--- src/rtl/thr_pkg.sv ---
// Shared frame markers and state encodings for the frame threshold trigger slice.
package thr_pkg;

    localparam logic [15:0] START_WORD = 16'hDEAD;
    localparam logic [15:0] END_WORD   = 16'hBEEF;

    typedef enum logic [1:0] {IDLE, TS, DATA, END} parser_state_t;
    typedef enum logic       {ARMED, ACTIVE}       trig_state_t;

endpackage

--- src/rtl/thr_frame_parser.sv ---
// One-lane DEAD/TS/data/BEEF frame parser with time stamp latch, threshold compare,
// registered hit flag and framing-error pulse.
module thr_frame_parser
    import thr_pkg::*;
#(
    parameter int DATA_W    = 16,
    parameter int FRAME_LEN = 128
) (
    input  logic              clk,
    input  logic              rst,
    input  logic [1:0]        syncstatus,
    input  logic [1:0]        datak,
    input  logic [DATA_W-1:0] data,
    input  logic [DATA_W-1:0] threshold,
    input  logic              trig_below,
    output logic              hit_q,
    output logic [DATA_W-1:0] ts,
    output logic              frame_err
);

    localparam int CNT_W = $clog2(FRAME_LEN);
    // Counts 0..FRAME_LEN-4, i.e. FRAME_LEN-3 samples between the TS and END words.
    localparam logic [CNT_W-1:0]  LAST_SAMPLE = CNT_W'(FRAME_LEN - 4);
    localparam logic [DATA_W-1:0] START_VAL   = DATA_W'(START_WORD);
    localparam logic [DATA_W-1:0] END_VAL     = DATA_W'(END_WORD);

    parser_state_t     state, state_d;
    logic [CNT_W-1:0]  word_cnt, word_cnt_d;
    logic [DATA_W-1:0] ts_d;
    logic              hit_d;
    logic              err_d;
    logic              in_sync;
    logic              valid;

    assign in_sync = (syncstatus == 2'b11);
    assign valid   = in_sync && (datak == 2'b00);

    always_comb begin
        state_d    = state;
        word_cnt_d = word_cnt;
        ts_d       = ts;
        hit_d      = 1'b0;
        err_d      = 1'b0;
        if (state != IDLE && !in_sync) begin
            err_d   = 1'b1;
            state_d = IDLE;
        end else if (valid) begin
            case (state)
                IDLE: begin
                    if (data == START_VAL) state_d = TS;
                end
                TS: begin
                    ts_d       = data;
                    word_cnt_d = '0;
                    state_d    = DATA;
                end
                DATA: begin
                    hit_d = trig_below ? (data < threshold) : (data > threshold);
                    if (word_cnt == LAST_SAMPLE) state_d = END;
                    else                         word_cnt_d = word_cnt + 1'b1;
                end
                END: begin
                    if (data != END_VAL) err_d = 1'b1;
                    state_d = IDLE;
                end
                default: state_d = IDLE;
            endcase
        end
    end

    always_ff @(posedge clk) begin
        if (rst) begin
            state     <= IDLE;
            word_cnt  <= '0;
            ts        <= '0;
            hit_q     <= 1'b0;
            frame_err <= 1'b0;
        end else begin
            state     <= state_d;
            word_cnt  <= word_cnt_d;
            ts        <= ts_d;
            hit_q     <= hit_d;
            frame_err <= err_d;
        end
    end

endmodule

--- src/rtl/frame_threshold_trigger.sv ---
// N-lane framed threshold trigger for the DRAM controller.
// Define THRESH_COINCIDENCE_EN to require MIN_COINC enabled lanes hitting in the same cycle.
module frame_threshold_trigger
    import thr_pkg::*;
#(
    parameter int          NUM_CH              = 8,
    parameter int          DATA_W              = 16,
    parameter int          FRAME_LEN           = 128,
    parameter logic [15:0] POST_TRIGGER_ENDING = 16'd10,
    parameter int          MIN_COINC           = 2,
    localparam int         CH_W                = (NUM_CH > 1) ? $clog2(NUM_CH) : 1
) (
    input  logic                     rx_std_clkout,
    input  logic                     rst,
    input  logic [2*NUM_CH-1:0]      rx_syncstatus,
    input  logic [2*NUM_CH-1:0]      rx_datak,
    input  logic [DATA_W*NUM_CH-1:0] RX_data,
    input  logic [NUM_CH-1:0]        ch_enable,
    input  logic [DATA_W-1:0]        threshold,
    input  logic                     trig_below,
    output logic                     threshold_decision_to_DRAM_ctrl,
    output logic [DATA_W-1:0]        triggering_time_stamp,
    output logic [CH_W-1:0]          trigger_channel,
    output logic [15:0]              trig_count,
    output logic [NUM_CH-1:0]        frame_err
);

    if (NUM_CH < 1 || NUM_CH > 16 || FRAME_LEN < 4 || POST_TRIGGER_ENDING < 16'd1
        || MIN_COINC < 1 || MIN_COINC > NUM_CH) begin : g_bad_params
        $error("frame_threshold_trigger: parameter out of range");
    end

    logic [NUM_CH-1:0] hit_q;
    logic [DATA_W-1:0] lane_ts [NUM_CH];
    logic [NUM_CH-1:0] qual;

    for (genvar i = 0; i < NUM_CH; i++) begin : g_lane
        thr_frame_parser #(
            .DATA_W   (DATA_W),
            .FRAME_LEN(FRAME_LEN)
        ) u_parser (
            .clk       (rx_std_clkout),
            .rst       (rst),
            .syncstatus(rx_syncstatus[2*i +: 2]),
            .datak     (rx_datak[2*i +: 2]),
            .data      (RX_data[DATA_W*i +: DATA_W]),
            .threshold (threshold),
            .trig_below(trig_below),
            .hit_q     (hit_q[i]),
            .ts        (lane_ts[i]),
            .frame_err (frame_err[i])
        );
    end

    assign qual = hit_q & ch_enable;

    // Scanning from the top down leaves the lowest set lane as the winner.
    logic [CH_W-1:0]   win_ch;
    logic [DATA_W-1:0] win_ts;

    always_comb begin
        win_ch = '0;
        win_ts = '0;
        for (int unsigned i = NUM_CH; i > 0; i--) begin
            if (qual[i-1]) begin
                win_ch = CH_W'(i - 1);
                win_ts = lane_ts[i-1];
            end
        end
    end

    logic trig_cond;

`ifdef THRESH_COINCIDENCE_EN
    int unsigned hit_pop;

    always_comb begin
        hit_pop = 0;
        for (int unsigned i = 0; i < NUM_CH; i++) begin
            hit_pop = hit_pop + 32'(qual[i]);
        end
        trig_cond = (hit_pop >= 32'(MIN_COINC));
    end
`else
    assign trig_cond = |qual;
`endif

    localparam logic [15:0] HOLD_RELOAD = POST_TRIGGER_ENDING - 16'd1;

    trig_state_t       state, state_d;
    logic [15:0]       hold_cnt, hold_cnt_d;
    logic              decision_d;
    logic [DATA_W-1:0] ts_d;
    logic [CH_W-1:0]   ch_d;
    logic [15:0]       count_d;

    always_comb begin
        state_d    = state;
        hold_cnt_d = hold_cnt;
        decision_d = threshold_decision_to_DRAM_ctrl;
        ts_d       = triggering_time_stamp;
        ch_d       = trigger_channel;
        count_d    = trig_count;
        case (state)
            ARMED: begin
                if (trig_cond) begin
                    decision_d = 1'b1;
                    ts_d       = win_ts;
                    ch_d       = win_ch;
                    count_d    = trig_count + 16'd1;
                    hold_cnt_d = HOLD_RELOAD;
                    state_d    = ACTIVE;
                end
            end
            ACTIVE: begin
                if (trig_cond) begin
                    hold_cnt_d = HOLD_RELOAD;
                end else if (hold_cnt == 16'd0) begin
                    decision_d = 1'b0;
                    state_d    = ARMED;
                end else begin
                    hold_cnt_d = hold_cnt - 16'd1;
                end
            end
            default: state_d = ARMED;
        endcase
    end

    always_ff @(posedge rx_std_clkout) begin
        if (rst) begin
            state                           <= ARMED;
            hold_cnt                        <= '0;
            threshold_decision_to_DRAM_ctrl <= 1'b0;
            triggering_time_stamp           <= '0;
            trigger_channel                 <= '0;
            trig_count                      <= '0;
        end else begin
            state                           <= state_d;
            hold_cnt                        <= hold_cnt_d;
            threshold_decision_to_DRAM_ctrl <= decision_d;
            triggering_time_stamp           <= ts_d;
            trigger_channel                 <= ch_d;
            trig_count                      <= count_d;
        end
    end

endmodule

--- config.mk ---
export PLATFORM = sky130hd
export DESIGN_NAME = frame_threshold_trigger
export DESIGN_NICKNAME = d
export VERILOG_FILES = /design/src/rtl/thr_pkg.sv /design/src/rtl/thr_frame_parser.sv /design/src/rtl/frame_threshold_trigger.sv
export SDC_FILE = /design/constraint.sdc
export NUM_CORES = 1
export LEC_CHECK = 0
export CAP_MARGIN = 20
export CELL_PAD_IN_SITES_DETAIL_PLACEMENT = 2
export CELL_PAD_IN_SITES_GLOBAL_PLACEMENT = 2
export CORE_MARGIN = 3
export CORE_UTILIZATION = 32
export DETAILED_ROUTE_END_ITERATION = 16
export PLACE_DENSITY_LB_ADDON = 0.05
export SETUP_SLACK_MARGIN = 0.15
export SLEW_MARGIN = 10
export SYNTH_ARGS = -nofsm -noshare
export SYNTH_HDL_FRONTEND = slang
export SYNTH_SLANG_ARGS = --single-unit
export TNS_END_PERCENT = 1
--- constraint.sdc ---
create_clock -name rx_std_clkout -period 2.5 [get_ports rx_std_clkout]
set_clock_uncertainty 0.1 [all_clocks]
set_input_delay 0.375 -clock rx_std_clkout [delete_from_list [all_inputs] [get_ports rx_std_clkout]]
set_output_delay 0.375 -clock rx_std_clkout [all_outputs]
set_load 0.1 [all_outputs]
==> results of run 1 <==
==> cell families after synthesis <==
logic type / share of synthesized area [%]
flip-flops: 34.5
adder cells (fa/ha/maj): 14.3
AND/OR/NAND/NOR: 25.5
multiplexers: 0.577
buffers and inverters: 4.32
XOR/XNOR: 3.42
AO/OA/AOI/OAI: 17.3
==> cell type report <==
class | instances | area [um^2]
fillers | 5376 | 26200
multi-input cells | 1531 | 9710
flip-flops and latches | 269 | 5390
repair buffers | 514 | 4470
clock buffers | 51 | 1080
well taps | 615 | 769
inverters | 79 | 297
clock inverters | 9 | 67.6
==> per-stage QoR <==
step | power [mW] | TNS [ps] | util [%]
detailed placement | 5.77 | -9850 | 42.7
finish | 10.8 | 0 | 45.4
floorplan | 4.83 | 0 | -
global placement | 5.70 | -5910 | 42.7
global route | 11.2 | 0 | 45.4
CTS | 10.9 | 0 | 45.1
==> per-layer routing <==
| layer | GRT usage, % | up-vias |
|---|---|---|
| li1 | - | 7908 |
| met1 | 33.7 | 8184 |
| met2 | 46.3 | 296 |
| met3 | 4.03 | 104 |
| met4 | 9.09 | 0 |
| met5 | 0 | - |
==> critical path, cell delays in order <==
cell,delay [ps]
clkdlybuf4s50_1,480
inv_2,60
buf_12,130
ha_1,300
and3_4,200
buf_4,100
nand4_1,160
a211oi_2,230
a2111oi_2,80
buf_4,150
or3_1,340
a21oi_1,130
==> timing repair <==
action | in CTS | in global routing
setup buffers | 0 | 0
gates resized for setup | 4 | 41
endpoints found under the setup margin | 8 | 26
endpoints found under the hold margin | 0 | 0
pin swaps | 0 | 15
==> state kept, by name, indices dropped and copies added, names as in the netlist <==
name and cells:
threshold_decision_to_DRAM_ctrl 1, g_lane.u_parser.ts 128, trig_count 16, g_lane.u_parser.hit_q 8
g_lane.u_parser.frame_err 8, trigger_channel 3, g_lane.u_parser.word_cnt 56, g_lane.u_parser.state 16
state 1, triggering_time_stamp 16, hold_cnt 16
==> path summary, 6_finish.rpt <==
check	start	endpoint	slack, ps	depth (start not counted)
max	threshold[11]	g_lane[3].u_parser.hit_q$_SDFF_PP0_	120	12
min reg2reg	g_lane[5].u_parser.ts[2]$_SDFFE_PP0P_	g_lane[5].u_parser.ts[2]$_SDFFE_PP0P_	350	2
max reg2reg	hold_cnt[5]$_SDFFE_PP0P_	hold_cnt[11]$_SDFFE_PP0P_	200	5
min	rst	trig_count[12]$_SDFFE_PP0P_	70	2
==> power breakdown <==
group | switching (mW) | internal [mW] | total [mW]
clock | 2.08 | 2.99 | 5.07
combinational | 0.710 | 0.724 | 1.43
sequential | 0.000000506 | 4.29 | 4.29
==> cells in the mapped netlist (all sizes together), types with 16 or more instances <==
| library cell | n | area (um^2) |
|---|---|---|
| nand3 | 78 | 390 |
| a221oi | 18 | 158 |
| nor3 | 34 | 170 |
| nor2 | 160 | 601 |
| a211oi | 22 | 165 |
| ha | 179 | 2240 |
| a31oi | 27 | 169 |
| clkbuf | 81 | 304 |
| a21o | 17 | 128 |
| dfxtp | 269 | 5390 |
| nand4b | 16 | 140 |
| o21ai | 56 | 280 |
| or4b | 16 | 160 |
| xnor2 | 21 | 184 |
| inv | 79 | 297 |
| nand4 | 55 | 344 |
| or3 | 22 | 138 |
| nand2 | 385 | 1450 |
| xor2 | 40 | 350 |
| a21oi | 204 | 1020 |
==> metrics.cfg, run 1 <==
[layout]
design_area_um2 = 21800
nets = 2796
antennaDiodeCount = 0
finalNonFillerCells = 3068
drive_gt1_share_pct = 18.0
final_cell_mix = nand2_1 (385), buf_4 (316), dfxtp_1 (265), a21oi_1 (201), clkdlybuf4s50_1 (185)
mostFrequentLayoutCell = nand2_1
syn_to_final_growth_pct = 39.5

[clock_tree]
htree_levels = 2
root_buffer = clkbuf_16
path_clk_slew_ps = 60
clkLatencyLatePin_ps = 550
cts_tree = built
clockBufferDepth = 3
clock_sinks = 269
cts_made_buffers = 35
ctsHoldBuffers = 0

[sta]
period_share_pct = 95.0
fin_ws_ps = 125
relSlewSlack_pct = 56.4
hold_ws_ps = 65.5
hold_viol = 0
max_freq_ghz = 0.421
min_period_ps = 2380
rsz0062_at_grt = yes
setup_viol_count_final = 0
worstMarginPinSlew_ps = 652
maxSlewViolCount = 0

[worst_setup_path]
endpoint_kind = flop
cp_max_fo = 3
critPathArrivalTime_ps = 2740
cp_data_required_time_ps = 2870
critPathLaunchType = primary input
critical_path_class = primary input to flop

[logic_synthesis]
syn-num-nets = 2337
synthArstFlopShare_pct = 0
yosysUniqueCellTypes = 60
synth_ff_type = dfxtp_1
synth_enable_flop_cells = 0
ys_seq_area_share_pct = 34.5
synth.avg_cell_area_um2 = 7.92
syn-cell-area_um2 = 15600
ys_seq_elements = 269
synthCells = 1971
ys.warnings.count = 0

[placement]
dpl.hpwl_mm = 55.7
dp_slack_ps = -661
io_buffers = 230
post_dp_cell_area_um2 = 20500
place_congestion = 0.865
dp.cells = 3008

[outcome]
outcome = finished, final reports clean

[grt]
grt_pass1_wl_mm = 105
antenna_found_initial = 0
grt_usage_pct = 26.6
grt_pass1_vias = 17916
gr-total-overflow = 0
grt_start_max_net_pins = 70

[routing]
drt_wl_total_mm = 70.4
first_pass_iters = 5
routed_via_density = 5.38
drc = 0
drt-initial-drc-count = 715
num_vias = 16492
wl_per_cell_um = 23.0
maxUsedRoutingLayer = met4
dr_wl_met3_mm = 3.02
m1WireLength_mm = 31.3
ant_nets = 0
wl_met2_mm = 33.7

[power_and_ir_drop]
p_leak_nw = 8.62
p_per_area_nw_per_um2 = 495
peakVddDrop_uv = 374

[die]
start_util_pct = 32.6
ios = 231
dieHeight_um = 227
fp.dieArea_um2 = 51500
core_area_um2 = 47900
fp.dieW_um = 227
row_count = 80

[flow_run]
drv_cap = 0

[hold_path]
worstHoldPathType = primary input to flop

(Power assumes the default switching activity.)
==> run 2, diff against run 1 <==
--- a/config.mk
+++ b/config.mk
@@ -11,7 +11,7 @@
 export CORE_MARGIN = 3
 export CORE_UTILIZATION = 32
 export DETAILED_ROUTE_END_ITERATION = 16
-export PLACE_DENSITY_LB_ADDON = 0.05
+export PLACE_DENSITY_LB_ADDON = 0.1
 export SETUP_SLACK_MARGIN = 0.15
 export SLEW_MARGIN = 10
 export SYNTH_ARGS = -nofsm -noshare
==> run 2 against run 1 <==
  * The run now ends with negative setup slack left
  * Flip-flop and latch count is the same
  * Count of clock-buffer cells in the layout stayed put
  * Critical path depth fell by 1
  * Global-route usage grew 0.36 points
  * Non-clock buffer count fell by 7
  * Sequential share of layout area decreased by 0.11 points
  * Worst hold slack better by 22 ps
  * Largest cell class unchanged
==> metrics.cfg, run 2 (same netlist as run 1, synthesis figures left out) <==
[routing]
routed_via_density = 5.44
num_vias = 16665
drt_wl_total_mm = 70.4
first_pass_iters = 5
drt-initial-drc-count = 765
drc = 0
wl_per_cell_um = 23.0
ant_nets = 0

[worst_setup_path]
critPathLaunchType = primary input
reg2reg_slack_ps = 150
cp_max_fo = 4
r2r_cells = 6
endpoint_kind = flop
cp_data_required_time_ps = 2880
reg2reg_from = hold_cnt[5]$_SDFFE_PP0P_
critPathArrivalTime_ps = 2930
timing.rr.end = hold_cnt[13]$_SDFFE_PP0P_
critical_path_class = primary input to flop

[layout]
finalNonFillerCells = 3065
nets = 2790
top_regs = g_lane.u_parser.ts x128, g_lane.u_parser.word_cnt x56
largest_reg_flops = 128
mostFrequentLayoutCell = nand2_1
top_register = g_lane.u_parser.ts
final_cell_mix = nand2_1 (385), buf_4 (303), dfxtp_1 (266), a21oi_1 (201), clkdlybuf4s50_1 (184)
drive_gt1_share_pct = 17.7
syn_to_final_growth_pct = 40.1
design_area_um2 = 21900

[placement]
place_congestion = 0.930
io_buffers = 230
dp.cells = 3001
dpl.hpwl_mm = 55.0
post_dp_cell_area_um2 = 20500

[flow_run]
drv_cap = 0

[grt]
grt_pass1_wl_mm = 107
gr-total-overflow = 0
antenna_found_initial = 2
grt_start_max_net_pins = 73
grt_pass1_vias = 18320
grt_usage_pct = 27.0

[power_and_ir_drop]
power_frac_seq_pct = 38.7
p_per_area_nw_per_um2 = 506
power_frac_comb_pct = 13.0
p_switching_mw = 2.76
p_leak_nw = 8.68
peakVddDrop_uv = 435
pwr-share-clk_pct = 48.3
switching_share_pct = 24.9
power.internal_mw = 8.32

[outcome]
violations = negative setup slack
outcome = complete, but fails checks

[sta]
period_share_pct = 102
relSlewSlack_pct = 60.6
hold_ws_ps = 87.3
maxSlewViolCount = 0
rsz0062_at_grt = yes
worstMarginPinSlew_ps = 582
hold_viol = 0
min_period_ps = 2550
setup_viol_count_final = 1
max_freq_ghz = 0.393
fin_ws_ps = -45.6

[die]
dieHeight_um = 227
start_util_pct = 32.6
core_area_um2 = 47900
ios = 231
row_count = 80
fp.dieArea_um2 = 51500
fp.dieW_um = 227

[clock_tree]
cts_made_buffers = 36
path_clk_slew_ps = 60
clockBufferDepth = 3
cts_tree = built
root_buffer = clkbuf_16
clkLatencyLatePin_ps = 550
htree_levels = 2
clock_sinks = 269

[hold_path]
min_to = trig_count[5]$_SDFFE_PP0P_
worstHoldPathType = primary input to flop
whs_path_depth = 2
worstHoldStart = rst

[run 2: final cells by class]
| class | count | area (um^2) |
|---|---|---|
| Clock inverter | 12 | 138 |
| Fill cell | 5319 | 26100 |
| Clock buffer | 51 | 1080 |
| Inverter | 79 | 297 |
| Timing Repair Buffer | 507 | 4500 |
| Tap cell | 615 | 769 |
| Antenna cell | 1 | 2.50 |
| Multi-Input combinational cell | 1531 | 9700 |
| Sequential cell | 269 | 5390 |
[run 2: worst max-delay path by stage]
| stage | startpoint | endpoint | slack (ps) | depth (start not counted) |
|---|---|---|---|---|
| after floorplan | trig_count[6]$_SDFFE_PP0P_ | trig_count[15]$_SDFFE_PP0P_ | 180 | 6 |
| after global placement | threshold[9] | g_lane[3].u_parser.hit_q$_SDFF_PP0_ | -440 | 10 |
| after detailed placement | threshold[9] | g_lane[3].u_parser.hit_q$_SDFF_PP0_ | -600 | 10 |
| after CTS | threshold[9] | g_lane[4].u_parser.hit_q$_SDFF_PP0_ | 40 | 11 |
| after global routing | threshold[10] | g_lane[3].u_parser.hit_q$_SDFF_PP0_ | -10 | 11 |
| final | threshold[10] | g_lane[3].u_parser.hit_q$_SDFF_PP0_ | -50 | 11 |
[run 2: power by group through the flow]
| stage | clock network [mW] | logic (mW) | registers (mW) |
|---|---|---|---|
| finish | 5.36 | 1.44 | 4.29 |
| global route | 5.66 | 1.55 | 4.28 |
| CTS | 5.51 | 1.40 | 4.29 |
| detailed placement | 0 | 1.39 | 4.38 |
| global placement | 0 | 1.32 | 4.38 |
| floorplan | 0 | 0.449 | 4.38 |
[run 2: through the flow]
step / power, mW / util [%] / setup WS [ps] / setup TNS (ps)
global route: 11.5 / 45.6 / -12.9 / -12.9
CTS: 11.2 / 45.3 / 38.2 / 0
detailed placement: 5.77 / 42.8 / -598 / -8500
global placement: 5.70 / 42.8 / -439 / -5340
finish: 11.1 / 45.6 / -45.6 / -45.6
floorplan: 4.83 / - / 177 / 0
[run 2: layer usage]
layer,global-route usage (%),vias up,share of wire [%]
met5,0,-,0.018
met2,47.1,365,49
li1,-,7909,-
met1,33.8,8268,43
met4,9.96,2,3.5
met3,3.75,121,4.5
[run 2: timing repair]
item	in CTS	in global routing
endpoints found under the setup margin	12	38
pin swaps	0	16
setup buffers	0	0
gates resized for setup	3	42
hold buffers	0	0
[run 2: worst max-delay path, cell delays in order]
cell             delay [ps]
clkdlybuf4s50_1         470
inv_1                   130
buf_12                  170
ha_1                    270
and3_1                  180
buf_4                   110
nand4_1                 190
a211oi_1                400
a2111oi_2               100
or3_1                   370
a21oi_1                 150
==> run 3, diff against run 2 <==
--- a/config.mk
+++ b/config.mk
@@ -5,13 +5,13 @@
 export SDC_FILE = /design/constraint.sdc
 export NUM_CORES = 1
 export LEC_CHECK = 0
-export CAP_MARGIN = 20
 export CELL_PAD_IN_SITES_DETAIL_PLACEMENT = 2
 export CELL_PAD_IN_SITES_GLOBAL_PLACEMENT = 2
 export CORE_MARGIN = 3
 export CORE_UTILIZATION = 32
+export CTS_CLUSTER_DIAMETER = 40
 export DETAILED_ROUTE_END_ITERATION = 16
-export PLACE_DENSITY_LB_ADDON = 0.1
+export PLACE_DENSITY = 0.76
 export SETUP_SLACK_MARGIN = 0.15
 export SLEW_MARGIN = 10
 export SYNTH_ARGS = -nofsm -noshare
==> run 3 against run 2 <==
  * The run now ends clean
  * Final area is 2.1% higher
  * Utilization is 0.98 points higher
  * Register-to-register slack worse by 20 ps
  * Global-route usage is 0.58 points higher
  * Largest cell class unchanged
  * Worst setup slack better by 180 ps
  * Via count is 1.6% higher
  * Flip-flop and latch count stayed put
  * Combinational power hardly changed
  * Total power is 18% higher
  * Final cell count is 0.95% higher
  * First-iteration DRC count is 24% higher
  * Critical path depth is 2 lower
==> metrics.cfg, run 3 (same netlist as run 1, synthesis figures left out) <==
[hold_path]
whs_path_depth = 3
worstHoldPathType = primary input to flop

[grt]
antenna_found_initial = 2
grt_usage_pct = 27.6
grt_pass1_vias = 18645
grt_pass1_wl_mm = 109
gr-total-overflow = 0
grt_start_max_net_pins = 87

[routing]
num_vias = 16933
drt-initial-drc-count = 945
routed_via_density = 5.47
wl_per_cell_um = 23.5
first_pass_iters = 5
drc = 0
ant_nets = 0
drt_wl_total_mm = 72.7

[layout]
fill_cells = 5220
largest_reg_flops = 128
nets = 2795
top_regs = g_lane.u_parser.ts x128, g_lane.u_parser.word_cnt x56
mostFrequentLayoutCell = nand2_1
finalNonFillerCells = 3094
top_register = g_lane.u_parser.ts
syn_to_final_growth_pct = 43.1
final_cell_mix = nand2_1 (385), buf_4 (294), dfxtp_1 (265), a21oi_1 (202), clkdlybuf4s50_1 (184)
drive_gt1_share_pct = 18.6

[clock_tree]
htree_levels = 2
cts_tree = built
cts_made_buffers = 57
path_clk_slew_ps = 50
clkLatencyLatePin_ps = 620
clockBufferDepth = 3
root_buffer = clkbuf_16
clock_sinks = 269

[die]
dieHeight_um = 227
core_area_um2 = 47900
row_count = 80
start_util_pct = 32.6
ios = 231
fp.dieW_um = 227
fp.dieArea_um2 = 51500

[worst_setup_path]
critPathLaunchType = primary input
endpoint_kind = flop
cp_max_fo = 3
critPathArrivalTime_ps = 2770
critical_path_class = primary input to flop
r2r_cells = 6
cp_data_required_time_ps = 2900

[sta]
max_freq_ghz = 0.422
relSlewSlack_pct = 53.3
rsz0062_at_grt = yes
hold_viol = 0
fin_tns_setup_ps = 0
worstMarginPinSlew_ps = 690
setup_viol_count_final = 0
min_period_ps = 2370
period_share_pct = 94.8
maxSlewViolCount = 0

[placement]
dpl.hpwl_mm = 54.7
io_buffers = 230
place_congestion = 0.903
dp.cells = 2983

[power_and_ir_drop]
p_per_area_nw_per_um2 = 586
peakVddDrop_uv = 546
p_leak_nw = 8.85

[outcome]
outcome = finished, final reports clean

[flow_run]
drv_cap = 0

[run 3: where the power goes]
part	switching [mW]	total, mW	internal [mW]
combinational	0.707	1.41	0.702
sequential	0.000000478	4.29	4.29
clock	2.72	7.39	4.67
total	3.43	13.1	9.67
[run 3: layer usage]
metal | share of wire (%) | routed length (um) | vias up | track usage [%]
met5 | 0 | 0 | - | 0
met4 | 3.8 | 2760 | 0 | 11.2
met3 | 5.5 | 3960 | 129 | 5.81
met2 | 48 | 35100 | 388 | 47.3
met1 | 42 | 30900 | 8471 | 33.6
li1 | - | - | 7945 | -
[run 3: critical path, cell delays in order]
cell and delay, ps:
clkdlybuf4s50_1 460, inv_1 80, ha_1 310, nor2b_1 160, o211ai_1 190, a2111oi_4 410
a211oi_2 110, a211o_1 310, a2111oi_4 370
[run 3: timing repair]
action / CTS / global route
setup endpoints to repair: 15 / 41
hold endpoints to repair: 2 / 0
setup buffers: 1 / 0
pin swaps: 3 / 15
hold buffers: 1 / 0
gates resized for setup: 14 / 36
[run 3: through the flow]
stage | hold slack (ps) | utilization (%) | total power, mW | cell area (um^2) | setup slack, ps
after global placement | 342 | 42.3 | 5.65 | 20300 | -524
final | 311 | 46.6 | 13.1 | 22300 | 131
after detailed placement | 351 | 42.3 | 5.72 | 20300 | -747
after CTS | 266 | 46.3 | 13.2 | 22200 | 7.92
after global routing | 317 | 46.6 | 13.6 | 22300 | 47.2
after floorplan | 333 | - | 4.83 | 15600 | 177
[run 3: area by class of cell]
type	instances	area [um^2]	area share (%)
antenna	3	7.51	0.0336
clock buffer	68	1520	6.79
clock inverter	38	363	1.62
inverter	79	300	1.34
multi-input combinational	1531	9720	43.5
sequential	269	5390	24.1
tap	615	769	3.44
timing repair buffer	491	4270	19.1
[run 3: final timing paths]
check,startpoint,endpoint,slack [ps]
max,threshold[1],g_lane[5].u_parser.hit_q$_SDFF_PP0_,130
min,RX_data[96],g_lane[6].u_parser.ts[0]$_SDFFE_PP0P_,310
max reg2reg,hold_cnt[4]$_SDFFE_PP0P_,hold_cnt[14]$_SDFFE_PP0P_,130
min reg2reg,g_lane[2].u_parser.ts[13]$_SDFFE_PP0P_,g_lane[2].u_parser.ts[13]$_SDFFE_PP0P_,360
